### config.mk
export PLATFORM = sky130hd
export DESIGN_NAME = control_unit_seq
export DESIGN_NICKNAME = d
export VERILOG_FILES = /design/src/rtl/control_unit_seq.sv
export SDC_FILE = /design/constraint.sdc
export NUM_CORES = 1
export LEC_CHECK = 0
export ABC_AREA = 1
export BUFFER_PORTS_ARGS = -buffer_cell sky130_fd_sc_hd__buf_2
export CAP_MARGIN = 30
export CORE_ASPECT_RATIO = 0.7
export CORE_MARGIN = 2
export CORE_UTILIZATION = 49
export CTS_BUF_LIST = sky130_fd_sc_hd__clkbuf_8
export CTS_CLUSTER_DIAMETER = 150
export CTS_CLUSTER_SIZE = 25
export DETAILED_ROUTE_END_ITERATION = 8
export GPL_ROUTABILITY_DRIVEN = 0
export GPL_TIMING_DRIVEN = 0
export MAX_ROUTING_LAYER = met4
export PLACE_DENSITY = 0.74
export SYNTH_ARGS = -nofsm -noshare
export SYNTH_HDL_FRONTEND = slang
export SYNTH_SLANG_ARGS = --single-unit
### constraint.sdc
create_clock -name clk -period 1.15 [get_ports clk]
set_input_delay 0.115 -clock clk [delete_from_list [all_inputs] [get_ports clk]]
set_output_delay 0.115 -clock clk [all_outputs]
set_load 0.03 [all_outputs]
### src/rtl/control_unit_seq.sv
// Registered ID-stage control unit: decodes a 5-bit opcode into the ID/EX control
// word one cycle later and sequences branch resolution and multi-cycle multiplies.
module control_unit_seq #(
    parameter int MULT_CYCLES   = 3,
    parameter int ALU_W         = 4,
    parameter bit FLUSH_ON_JUMP = 1'b1
) (
    input  logic             clk,
    input  logic             rst_n,
    input  logic [4:0]       opcode_i,
    input  logic             valid_i,
    input  logic [1:0]       flags_i,
    output logic             stall_o,
    output logic             flush_o,
    output logic             illegal_o,
    output logic [1:0]       pc_sel_o,
    output logic             sel_dir_reg_b_o,
    output logic             mux_val_a_o,
    output logic             mux_val_b_o,
    output logic [ALU_W-1:0] alu_code_o,
    output logic [1:0]       result_sel_o,
    output logic             dir_write_sel_o,
    output logic             dir_mem_sel_o,
    output logic             dato_sel_o,
    output logic             mem_we_o,
    output logic             reg_we_o
);

    localparam int CNT_W = (MULT_CYCLES > 1) ? $clog2(MULT_CYCLES) + 1 : 1;

    typedef enum logic [1:0] {RUN, BR_RESOLVE, BR_OUT, MUL_BUSY} stateT;

    typedef struct packed {
        logic [1:0]       pcSel;
        logic             selDirRegB;
        logic             valA;
        logic             valB;
        logic [ALU_W-1:0] alu;
        logic [1:0]       resultSel;
        logic             dirWrite;
        logic             dirMem;
        logic             dato;
        logic             memWe;
        logic             regWe;
        logic             flush;
        logic             illegal;
    } ctrlWordT;

    localparam ctrlWordT NOP_ZERO = '{dirMem: 1'b1, default: '0};

    stateT      stateReg, stateNext;
    logic [CNT_W-1:0] countReg, countNext;
    ctrlWordT   wordReg, wordNext, decWord;
    logic       brEqReg, brEqNext;
    logic       isAluOp;
    logic [3:0] aluSel;
    logic       accept;
    logic       taken;

    // Pure opcode decode; sequencing decisions are layered on top below.
    always_comb begin
        decWord = NOP_ZERO;
        isAluOp = 1'b1;
        aluSel  = 4'b0000;
        case (opcode_i)
            5'b00000, 5'b00001: aluSel = 4'b0011;
            5'b00010, 5'b00011: aluSel = 4'b0100;
            5'b00100, 5'b00101: aluSel = 4'b0101;
            5'b00110:           aluSel = 4'b0000;
            5'b00111:           aluSel = 4'b0001;
            5'b01000:           aluSel = 4'b0110;
            5'b01001:           aluSel = 4'b0010;
            5'b10000:           aluSel = 4'b0111;
            5'b10001:           aluSel = 4'b1001;
            5'b10010:           aluSel = 4'b1010;
            default:            isAluOp = 1'b0;
        endcase
        if (isAluOp) begin
            decWord.alu       = ALU_W'(aluSel);
            decWord.resultSel = 2'b10;
            decWord.dato      = 1'b1;
            decWord.regWe     = 1'b1;
            decWord.valB      = (opcode_i == 5'b00001) || (opcode_i == 5'b00011) ||
                                (opcode_i == 5'b00101);
        end else begin
            case (opcode_i)
                5'b01010, 5'b01011: begin
                    decWord.dirMem    = 1'b0;
                    decWord.resultSel = 2'b11;
                    decWord.regWe     = 1'b1;
                    decWord.valA      = opcode_i[0];
                end
                5'b01100, 5'b01101: begin
                    decWord.selDirRegB = 1'b1;
                    decWord.memWe      = 1'b1;
                    decWord.valA       = opcode_i[0];
                end
                5'b01110, 5'b01111: begin
                    decWord.dato  = 1'b1;
                    decWord.regWe = 1'b1;
                    decWord.valA  = opcode_i[0];
                end
                5'b10011: begin
                    decWord.dirMem = 1'b0;
                    decWord.pcSel  = 2'b01;
                    decWord.flush  = FLUSH_ON_JUMP;
                end
                5'b10100, 5'b10101: begin
                    decWord.selDirRegB = 1'b1;
                    decWord.alu        = ALU_W'(4'b0101);
                    decWord.dato       = 1'b1;
                end
                5'b10110: begin
                    decWord.alu       = ALU_W'(4'b1000);
                    decWord.resultSel = 2'b01;
                    decWord.dirWrite  = 1'b1;
                    decWord.dato      = 1'b1;
                    // A single-cycle multiply writes back from its only output cycle.
                    decWord.regWe     = (MULT_CYCLES == 1);
                end
                5'b10111: begin
                    decWord.resultSel = 2'b11;
                    decWord.dirWrite  = 1'b1;
                    decWord.dato      = 1'b1;
                end
                default: decWord.illegal = 1'b1;
            endcase
        end
    end

    assign stall_o = (stateReg == BR_RESOLVE) || (stateReg == MUL_BUSY);
    assign flush_o = wordReg.flush;
    assign accept  = valid_i && !stall_o && !flush_o;

    always_comb begin
        stateNext = stateReg;
        countNext = countReg;
        wordNext  = NOP_ZERO;
        brEqNext  = brEqReg;
        taken     = 1'b0;
        case (stateReg)
            RUN, BR_OUT: begin
                stateNext = RUN;
                if (accept) begin
                    wordNext = decWord;
                    if (opcode_i == 5'b10100 || opcode_i == 5'b10101) begin
                        stateNext = BR_RESOLVE;
                        brEqNext  = opcode_i[0];
                    end else if (opcode_i == 5'b10110 && MULT_CYCLES > 1) begin
                        stateNext = MUL_BUSY;
                        countNext = CNT_W'(MULT_CYCLES - 1);
                    end
                end
            end
            BR_RESOLVE: begin
                // bne is taken on "not equal" codes only; 11 never takes either branch.
                taken = brEqReg ? (flags_i == 2'b01) : (flags_i == 2'b00 || flags_i == 2'b10);
                wordNext.pcSel = taken ? 2'b10 : 2'b00;
                wordNext.flush = taken;
                stateNext      = BR_OUT;
            end
            MUL_BUSY: begin
                wordNext  = wordReg;
                countNext = countReg - CNT_W'(1);
                if (countReg == CNT_W'(1)) begin
                    wordNext.regWe = 1'b1;
                    stateNext      = RUN;
                end
            end
            default: stateNext = RUN;
        endcase
    end

    always_ff @(posedge clk or negedge rst_n) begin
        if (!rst_n) begin
            stateReg <= RUN;
            countReg <= '0;
            wordReg  <= NOP_ZERO;
            brEqReg  <= 1'b0;
        end else begin
            stateReg <= stateNext;
            countReg <= countNext;
            wordReg  <= wordNext;
            brEqReg  <= brEqNext;
        end
    end

    assign illegal_o       = wordReg.illegal;
    assign pc_sel_o        = wordReg.pcSel;
    assign sel_dir_reg_b_o = wordReg.selDirRegB;
    assign mux_val_a_o     = wordReg.valA;
    assign mux_val_b_o     = wordReg.valB;
    assign alu_code_o      = wordReg.alu;
    assign result_sel_o    = wordReg.resultSel;
    assign dir_write_sel_o = wordReg.dirWrite;
    assign dir_mem_sel_o   = wordReg.dirMem;
    assign dato_sel_o      = wordReg.dato;
    assign mem_we_o        = wordReg.memWe;
    assign reg_we_o        = wordReg.regWe;

endmodule

# Word-level counts from Yosys, hierarchy flattened
# Cells that the tools add are included.
word_totals:
  regBits: 24
  inputBits: 10
  word_cells: 119
classes:
  n_addsub: 1
  n_eq_ne: 33
  mux: 39
  reduce_logical: 30
ops:
  columns: ["cell", "n"]
  rows:
  - ["$eq A5 B4 Y1 const B", 8]
  - ["$eq A5 B5 Y1 const B", 8]
  - ["$pmux W4 S9", 1]
  - ["$pmux W14 S2", 1]
  - ["$eq A5 B3 Y1 const B", 4]
  - ["$mux W18", 1]
  - ["$mux W1", 17]
  - ["$mux W2", 7]
  - ["$reduce_or A2 Y1", 7]
  - ["$reduce_or A13 Y1", 1]
  - ["$mux W3", 4]
  - ["$reduce_or A6 Y1", 2]
  - ["$reduce_or A11 Y1", 1]
  - ["$eq A5 B2 Y1 const B", 2]
  - ["$pmux W2 S2", 2]
  - ["$pmux W4 S2", 1]
  - ["$reduce_or A4 Y1", 2]
  - ["$eq A2 B2 Y1 const B", 3]
  - ["$mux W6", 1]
  - ["$ne A2 B2 Y1 const B", 3]
  - ["$pmux W2 S3", 1]
  - ["$pmux W3 S2", 1]
  - ["$reduce_or A3 Y1", 2]
  - ["$eq A5 B1 Y1 const B", 1]
  - ["13 further kinds", 22]

# Depth between registers and ports, before layout
# Gate-level depths: netlist of run 1.
logic_depth:
  word_depth: 7
  mapped_depth: 10
  depth_no_buf: 9

# Least setup slack after synthesis of run 1
# OpenSTA, ideal clock, no wires.
synth_timing:
  path_type: "register to register"
  startpoint: "reg wordReg (netlist bit flush_o)"
  endpoint: "reg countReg[0]"
  arrival_time_ns: 1.141
  t_required_ns: 1.027
  path_slack_ns: -0.114
  path_stages_with_launch: 9
  path_buffers: 0
  period_less_slack_ns: 1.264
  path_cell_list: "dfrtp_1 > nor2_1 > nand2_1 > nor2_2 > nand2_2 > inv_2 > nor2_1 > nand2_1 > o21ai_1"
synth_via:
  elab_chain_len: 4
synth_lines:
  columns: ["element", "line", "source"]
  rows:
  - ["from (decl)", "53", "ctrlWordT wordReg, wordNext, decWord;"]
  - ["from (signal assigned)", "183", "wordReg <= wordNext;"]
  - ["$logic_not A1 Y1", "133", "assign accept = valid_i && !stall_o && !flush_o;"]
  - ["$logic_and A1 B1 Y1", "133", null]
  - ["$ne A2 B2 Y1 (no line)", null, null]
  - ["$reduce_and A4 Y1 (no line)", null, null]
  - ["to (signal assigned)", "182", "countReg <= countNext;"]
  - ["to (decl)", "52", "logic [CNT_W-1:0] countReg, countNext;"]
# No other way between the ends.
# A chain may end at the register's enable or synchronous reset.

# Final worst setup path of run 1
# Same ends and word-level chain as after synthesis.

==> results of run 1 <==
power by group through the flow:
stage / Sequential [µW] / Clock, µW / Combinational, µW
after CTS: 925 / 507 / 329
final: 927 / 499 / 349
after global placement: 937 / 0 / 294
after detailed placement: 941 / 0 / 303
after global routing: 934 / 541 / 377
after floorplan: 990 / 0 / 146
worst max path at each step:
stage | from | cells after the start | slack [ns] | end
2_1_floorplan | flush_o | 8 | -0.03 | countReg[0]
3_3_place_gp | flush_o | 6 | -0.08 | dir_mem_sel_o
3_5_place_dp | flush_o | 6 | -0.08 | dir_mem_sel_o
4_1_cts | flush_o | 8 | -0.002 | countReg[0]
5_1_grt | flush_o | 8 | -0.1 | countReg[0]
6_report | flush_o | 8 | -0.007 | countReg[0]
sequential cells by signal, indices dropped and copies added, names as in the netlist:
register / flops
sel_dir_reg_b_o: 1
dir_write_sel_o: 1
countReg: 3
dir_mem_sel_o: 1
mem_we_o: 1
illegal_o: 1
pc_sel_o: 2
dato_sel_o: 1
result_sel_o: 2
brEqReg: 1
alu_code_o: 4
mux_val_a_o: 1
flush_o: 1
stateReg: 2
reg_we_o: 1
mux_val_b_o: 1
logic make-up (layout without fill, tap and decap cells):
kind of cell,count (synthesis),count (layout)
DFF,24,24
buffers and inverters,22,59
and+or+nand+nor,94,94
adders and majority gates,2,2
xor gates and xnor gates,1,1
AOI/OAI and AO/OA,19,19
per-layer routing:
layer  vias up  routed length, µm
met5         -                  0
met4         0                 29
met3         8                226
met2        62               1302
met1       552               1523
li1        589                  -
placed cells by master, fill, tap and decap left out, drive strengths merged, types with 2 or more instances in the layout:
| master | count |
|---|---|
| nor3 | 2 |
| inv | 19 |
| dfrtp | 23 |
| nand3 | 12 |
| o21ai | 13 |
| o211ai | 2 |
| clkbuf | 4 |
| nor2 | 23 |
| ha | 2 |
| nand2 | 54 |
| buf | 35 |
| nand4 | 2 |
through the flow:
step / area [µm²] / worst slack [ns] / total power [µW]
floorplan: 1249 / -0.03416 / 1136
global placement: 1426 / -0.08017 / 1231
detailed placement: 1426 / -0.07797 / 1244
CTS: 1539 / -0.002423 / 1762
global route: 1573 / -0.09946 / 1853
finish: 1573 / -0.006509 / 1775
cell usage after synthesis:
master,instances
inv_2,8
o21ai_0,7
nor2_2,6
nand2_1,51
nand2_2,3
buf_2,1
xor2_1,1
a21boi_1,1
clkbuf_1,2
dfstp_2,1
inv_1,10
nor3_2,1
dfrtp_1,23
nand3_1,12
o31ai_1,1
o21bai_1,1
o211ai_1,2
ha_1,2
nor2_1,17
nand4_1,2
nor3_1,1
nand3b_1,1
a21oi_1,1
buf_4,1
o21ai_1,6
cell type report:
class                           count  area [µm²]
Timing Repair Buffer               33       182.7
Fill cell                         220       848.3
Multi-Input combinational cell    116       603.1
Buffer                              4       23.77
Tap cell                           34       42.54
Clock inverter                      1       3.754
Inverter                           18       72.57
Clock buffer                        3       41.29
Sequential cell                    24       603.1
worst register-to-register path, delay by kind of cell (launching register included):
family                 cells  cell delay, ns
and+or+nand+nor            6            0.49
DFF                        1            0.43
buffers and inverters      1            0.07
AOI/OAI and AO/OA          1            0.06
timing repair:
action | CTS | global route
pin swaps | 3 | 4
setup endpoints to repair | 17 | 19
hold endpoints to repair | 23 | 0
buffers inserted | 4 | 1
hold buffers | 1 | 0
gates resized for setup | 9 | 11
==> flow_summary.toml, run 1 <==
[floorplan]
start_util_pct = 51.11
die-width_um = 64.07
io_pins = 29
fp-row-count = 15
core_area_um2 = 2421
die_h_um = 46.05
die_area_um2 = 2950

[hold_path]
hold_path_depth = 3
min_path_type = "input pin to flip-flop"
whs_endpoint = "dato_sel_o"
min_from = "opcode_i[2]"

[power]
pwr-share-clk_pct = 28.1
power_frac_comb_pct = 19.7
power_density_nw_per_um2 = 1129
p_sw_share_pct = 29.88
switching_power_uw = 530.5
leakage_uw = 0.0008788
internal_power_uw = 1245
peakVddDrop_mv = 0.5340
pwr-share-seq_pct = 52.2

[timing]
worst_slew_pin_slew_ns = 0.5392
fin_crit_sh_pct = 100.6
slew_headroom_pct = 64.06
finalSetupViolCount = 1
min_period_ns = 1.157
rsz0062_at_grt = "true"
finalSetupTns_ns = -0.006509
finalMaxSlewViolations = 0
skew_ns = 0.005269
layout_setup_ws_ns = -0.006509
fmaxAchievable_mhz = 864.7
whs_ns = 0.1341
hold_viol = 0

[finish]
n_antenna_cell = 0
area_growth_pct = 27.10
nets = 212
final_util_pct = 64.96
final_cells = 233
post_route_cells_drive_above_1_share_pct = 34.17

[route]
vias = 1211
drt-wirelength-per-cell_um = 13.23
wl_um = 3082
ant_nets = 0
vias_per_cell = 5.197
drt_iter0_markers = 67
firstDrtPassIters = 5
drc_errors = 0

[synthesis]
yosys-top-cells-area = "dfrtp_1 47%, nand2_1 15%, nor2_1 5.2%, nand3_1 4.9%, inv_1 3.0%"
synth-xor-area-share_pct = 0.7078
synthMuxAreaShare_pct = 0
ys_seq_area_share_pct = 48.63
synthCells = 162
synth_simple_gate_area_share_pct = 32.86
synthAdderAreaFrac_pct = 2.022
synth_top_family_by_area = "simple AND/OR/NAND/NOR gates"
synth_nets = 174
syn_area_per_cell_um2 = 7.639
ys_ff_latch = 24
ys_types = 25
synth_warnings = 0
synth_area_um2 = 1237
synth_compound_area_share_pct = 8.696
yosysTopAreaCell = "dfrtp_1"
yosysTopAreaCellShare_pct = 46.51

[run_status]
violations = "negative setup slack"
outcome = "complete, but fails checks"

[critical_path]
cpPeakStageDelay_ns = 0.43
ff2ff_path_depth = 8
end_kind = "flip-flop"
cp_cell_sequence = "nor2_4 > nand2_4 > nor2_4 > nand2_2 > inv_2 > nor2_2 > nand2_1 > o21ai_1"
reg2reg_from = "flush_o"
crit_path_max_fanout = 6
crit_buf_inv = 1
ff2ff_setup_slack_ns = -0.007
rr_endpoint = "countReg[0]"
start_kind = "flip-flop"
crit_slowest_cell = "dfrtp_2"
required_ns = 1.30
worst_path_most_repeated_cell = "nor2_4"
arrival_ns = 1.31
cp_top_family = "simple AND/OR/NAND/NOR gates"
criticalPathCategory = "flip-flop to flip-flop"

[grt]
grt_max_degree = 25
antenna_found_initial = 0
grt_pass1_vias = 1024
use_met2_pct = 33.54
busiest_layer = "met2"
grt_pass1_wl_um = 4802
grt_overflow = 0
track_usage_pct = 22.74
met3_usage_pct = 3.713
met1_usage_pct = 32.55

[clock_tree]
cts_buffers = 3
htreeDepth = 1
cts_tree = "built"
cts_buffer_depth = 2
clk_latency_ns = 0.26
clkTransAtPathRegs_ns = 0.08
cts_root_buf = "clkbuf_8"
cts.sink_count = 24

[placed_design]
io_buffers = 27
dpl.hpwl_um = 2142
placed_cells = 223

[flow_run]
maxCapViolCount = 0
No activity file was read; power rests on OpenSTA's default activity.
==> inputs of run 2 (changes only) <==
--- a/constraint.sdc
+++ b/constraint.sdc
@@ -3,2 +3,2 @@
 set_output_delay 0.115 -clock clk [all_outputs]
-set_load 0.03 [all_outputs]
+set_load 0.005 [all_outputs]
==> run 2 against run 1 <==
Effect of this change: the flow still finishes with violations (negative setup slack); first-iteration DRC count up 66%; critical path depth unchanged; wire length up 4.2%; highest routed layer unchanged; worst setup slack worse by 0.086 ns; combinational power down 13%; via count up 1.9%; final area up 3.5%; critical endpoint unchanged; count of clock-buffer cells in the layout up 1; final cell count up 1.3%; clock power up 13%; sequential cell count unchanged; core utilization up 2.3 points.
==> flow_summary.toml, run 2 (synthesis results as in run 1) <==
[clock_tree]
htreeDepth = 1
cts_root_buf = "clkbuf_8"
clkTransAtPathRegs_ns = 0.08
clk_latency_ns = 0.26
cts_tree = "built"
cts_buffer_depth = 2
cts.sink_count = 24
cts_buffers = 3

[critical_path]
cp_cell_sequence = "nor2_2 > nand2_4 > nor2_4 > nand2_2 > inv_2 > nor2_2 > nand2_1 > o21ai_1"
start_kind = "flip-flop"
rr_endpoint = "countReg[0]"
reg2reg_from = "flush_o"
end_kind = "flip-flop"
cpPeakStageDelay_ns = 0.40
crit_slowest_cell = "dfrtp_1"
ff2ff_setup_slack_ns = -0.09
required_ns = 1.30
arrival_ns = 1.39
crit_path_max_fanout = 6
worst_path_most_repeated_cell = "nor2_2"
criticalPathCategory = "flip-flop to flip-flop"
ff2ff_path_depth = 8

[route]
vias = 1234
drt-wirelength-per-cell_um = 13.60
ant_nets = 0
drt_iter0_markers = 111
drc_errors = 0
vias_per_cell = 5.229
wl_um = 3210
firstDrtPassIters = 5

[finish]
layout_common_cells = "47 x nand2_1, 28 x buf_2, 23 x dfrtp_1"
fin_area_um2 = 1628
area_growth_pct = 31.55
post_route_cells_drive_above_1_share_pct = 36.63
n_antenna_cell = 0
layout_commonest_cell = "nand2_1"
final_util_pct = 67.24
nets = 215
largest_reg_flops = 4

[power]
switching_power_uw = 477.9
power_frac_comb_pct = 16.9
p_sw_share_pct = 26.63
peakVddDrop_mv = 0.5617
pwr-share-clk_pct = 31.4
pwr-share-seq_pct = 51.7
power_density_nw_per_um2 = 1103
leakage_uw = 0.0009103
internal_power_uw = 1317
finalPower_uw = 1795

[timing]
fmaxAchievable_mhz = 804.6
fin_crit_sh_pct = 108.1
finalSetupViolCount = 9
layout_setup_ws_ns = -0.09287
worst_slew_pin_slew_ns = 0.5255
skew_ns = 0.001731
slew_headroom_pct = 64.96
hold_viol = 0
rsz0062_at_grt = "true"
finalMaxSlewViolations = 0
min_period_ns = 1.243
finalSetupTns_ns = -0.4592

[run_status]
outcome = "complete, but fails checks"
violations = "negative setup slack"

[grt]
grt_pass1_vias = 1068
antenna_found_initial = 0
grt_overflow = 0
track_usage_pct = 22.12
grt_pass1_wl_um = 4864
grt_max_degree = 25

[floorplan]
die-width_um = 64.07
die_area_um2 = 2950
core_area_um2 = 2421
die_h_um = 46.05
start_util_pct = 51.11
fp-row-count = 15
io_pins = 29

[flow_run]
maxCapViolCount = 0

[hold_path]
hold_path_depth = 3
min_path_type = "input pin to flip-flop"
whs_endpoint = "dato_sel_o"
min_from = "opcode_i[2]"

[placed_design]
dpl.hpwl_um = 2158
dpl_cell_area_um2 = 1415
io_buffers = 27
[run 2: power groups by stage]
stage          Clock (µW)  Combinational (µW)  Sequential, µW
2_1_floorplan           0                 142             939
3_3_place_gp            0                 236             937
3_5_place_dp            0                 246             940
4_1_cts               567                 267             924
5_1_grt               613                 340             935
6_report              564                 303             928
[run 2: area by class of cell]
| class | instances | area [µm²] |
|---|---|---|
| Fill cell | 199 | 793.3 |
| Multi-Input combinational cell | 116 | 615.6 |
| Sequential cell | 24 | 601.8 |
| Timing Repair Buffer | 36 | 216.5 |
| Inverter | 18 | 72.57 |
| Clock buffer | 4 | 55.05 |
| Tap cell | 34 | 42.54 |
| Buffer | 4 | 23.77 |
[run 2: how the worst max path moves through the flow]
| stage | startpoint | to | slack (ns) | cells past startpoint |
|---|---|---|---|---|
| floorplan | flush_o | countReg[0] | 0.02 | 8 |
| global placement | flush_o | alu_code_o[0] | -0.17 | 7 |
| global route | flush_o | countReg[1] | -0.18 | 7 |
| finish | flush_o | countReg[0] | -0.09 | 8 |
| detailed placement | flush_o | alu_code_o[0] | -0.19 | 7 |
| CTS | flush_o | countReg[0] | -0.04 | 8 |
[run 2: repair_timing]
| action | in CTS | in global routing |
|---|---|---|
| pin swaps | 5 | 9 |
| gates resized for setup | 9 | 17 |
| endpoints found under the setup margin | 22 | 21 |
| hold endpoints to repair | 23 | 0 |
| hold buffers | 1 | 0 |
| buffers inserted | 6 | 2 |
[run 2: stage by stage]
step,instances,hold WS [ns],setup slack (ns)
4_1_cts,234,0.1399,-0.04415
2_1_floorplan,162,-0.1806,0.02126
3_5_place_dp,223,0.1219,-0.1908
3_3_place_gp,223,0.1160,-0.1675
6_report,236,0.1445,-0.09287
5_1_grt,236,0.1586,-0.1785
[run 2: metal layers]
metal  GRT usage (%)  wire, µm
met5               -         0
met4           2.609        31
met3           4.208       306
met2           35.00      1405
met1           30.78      1466
[run 2: worst max-delay path: cells and delay by family, from the launching register on]
| kind | cells | cell delay [ns] |
|---|---|---|
| compound gates | 1 | 0.05 |
| simple gates | 6 | 0.58 |
| flops | 1 | 0.40 |
| buf+inv | 1 | 0.09 |
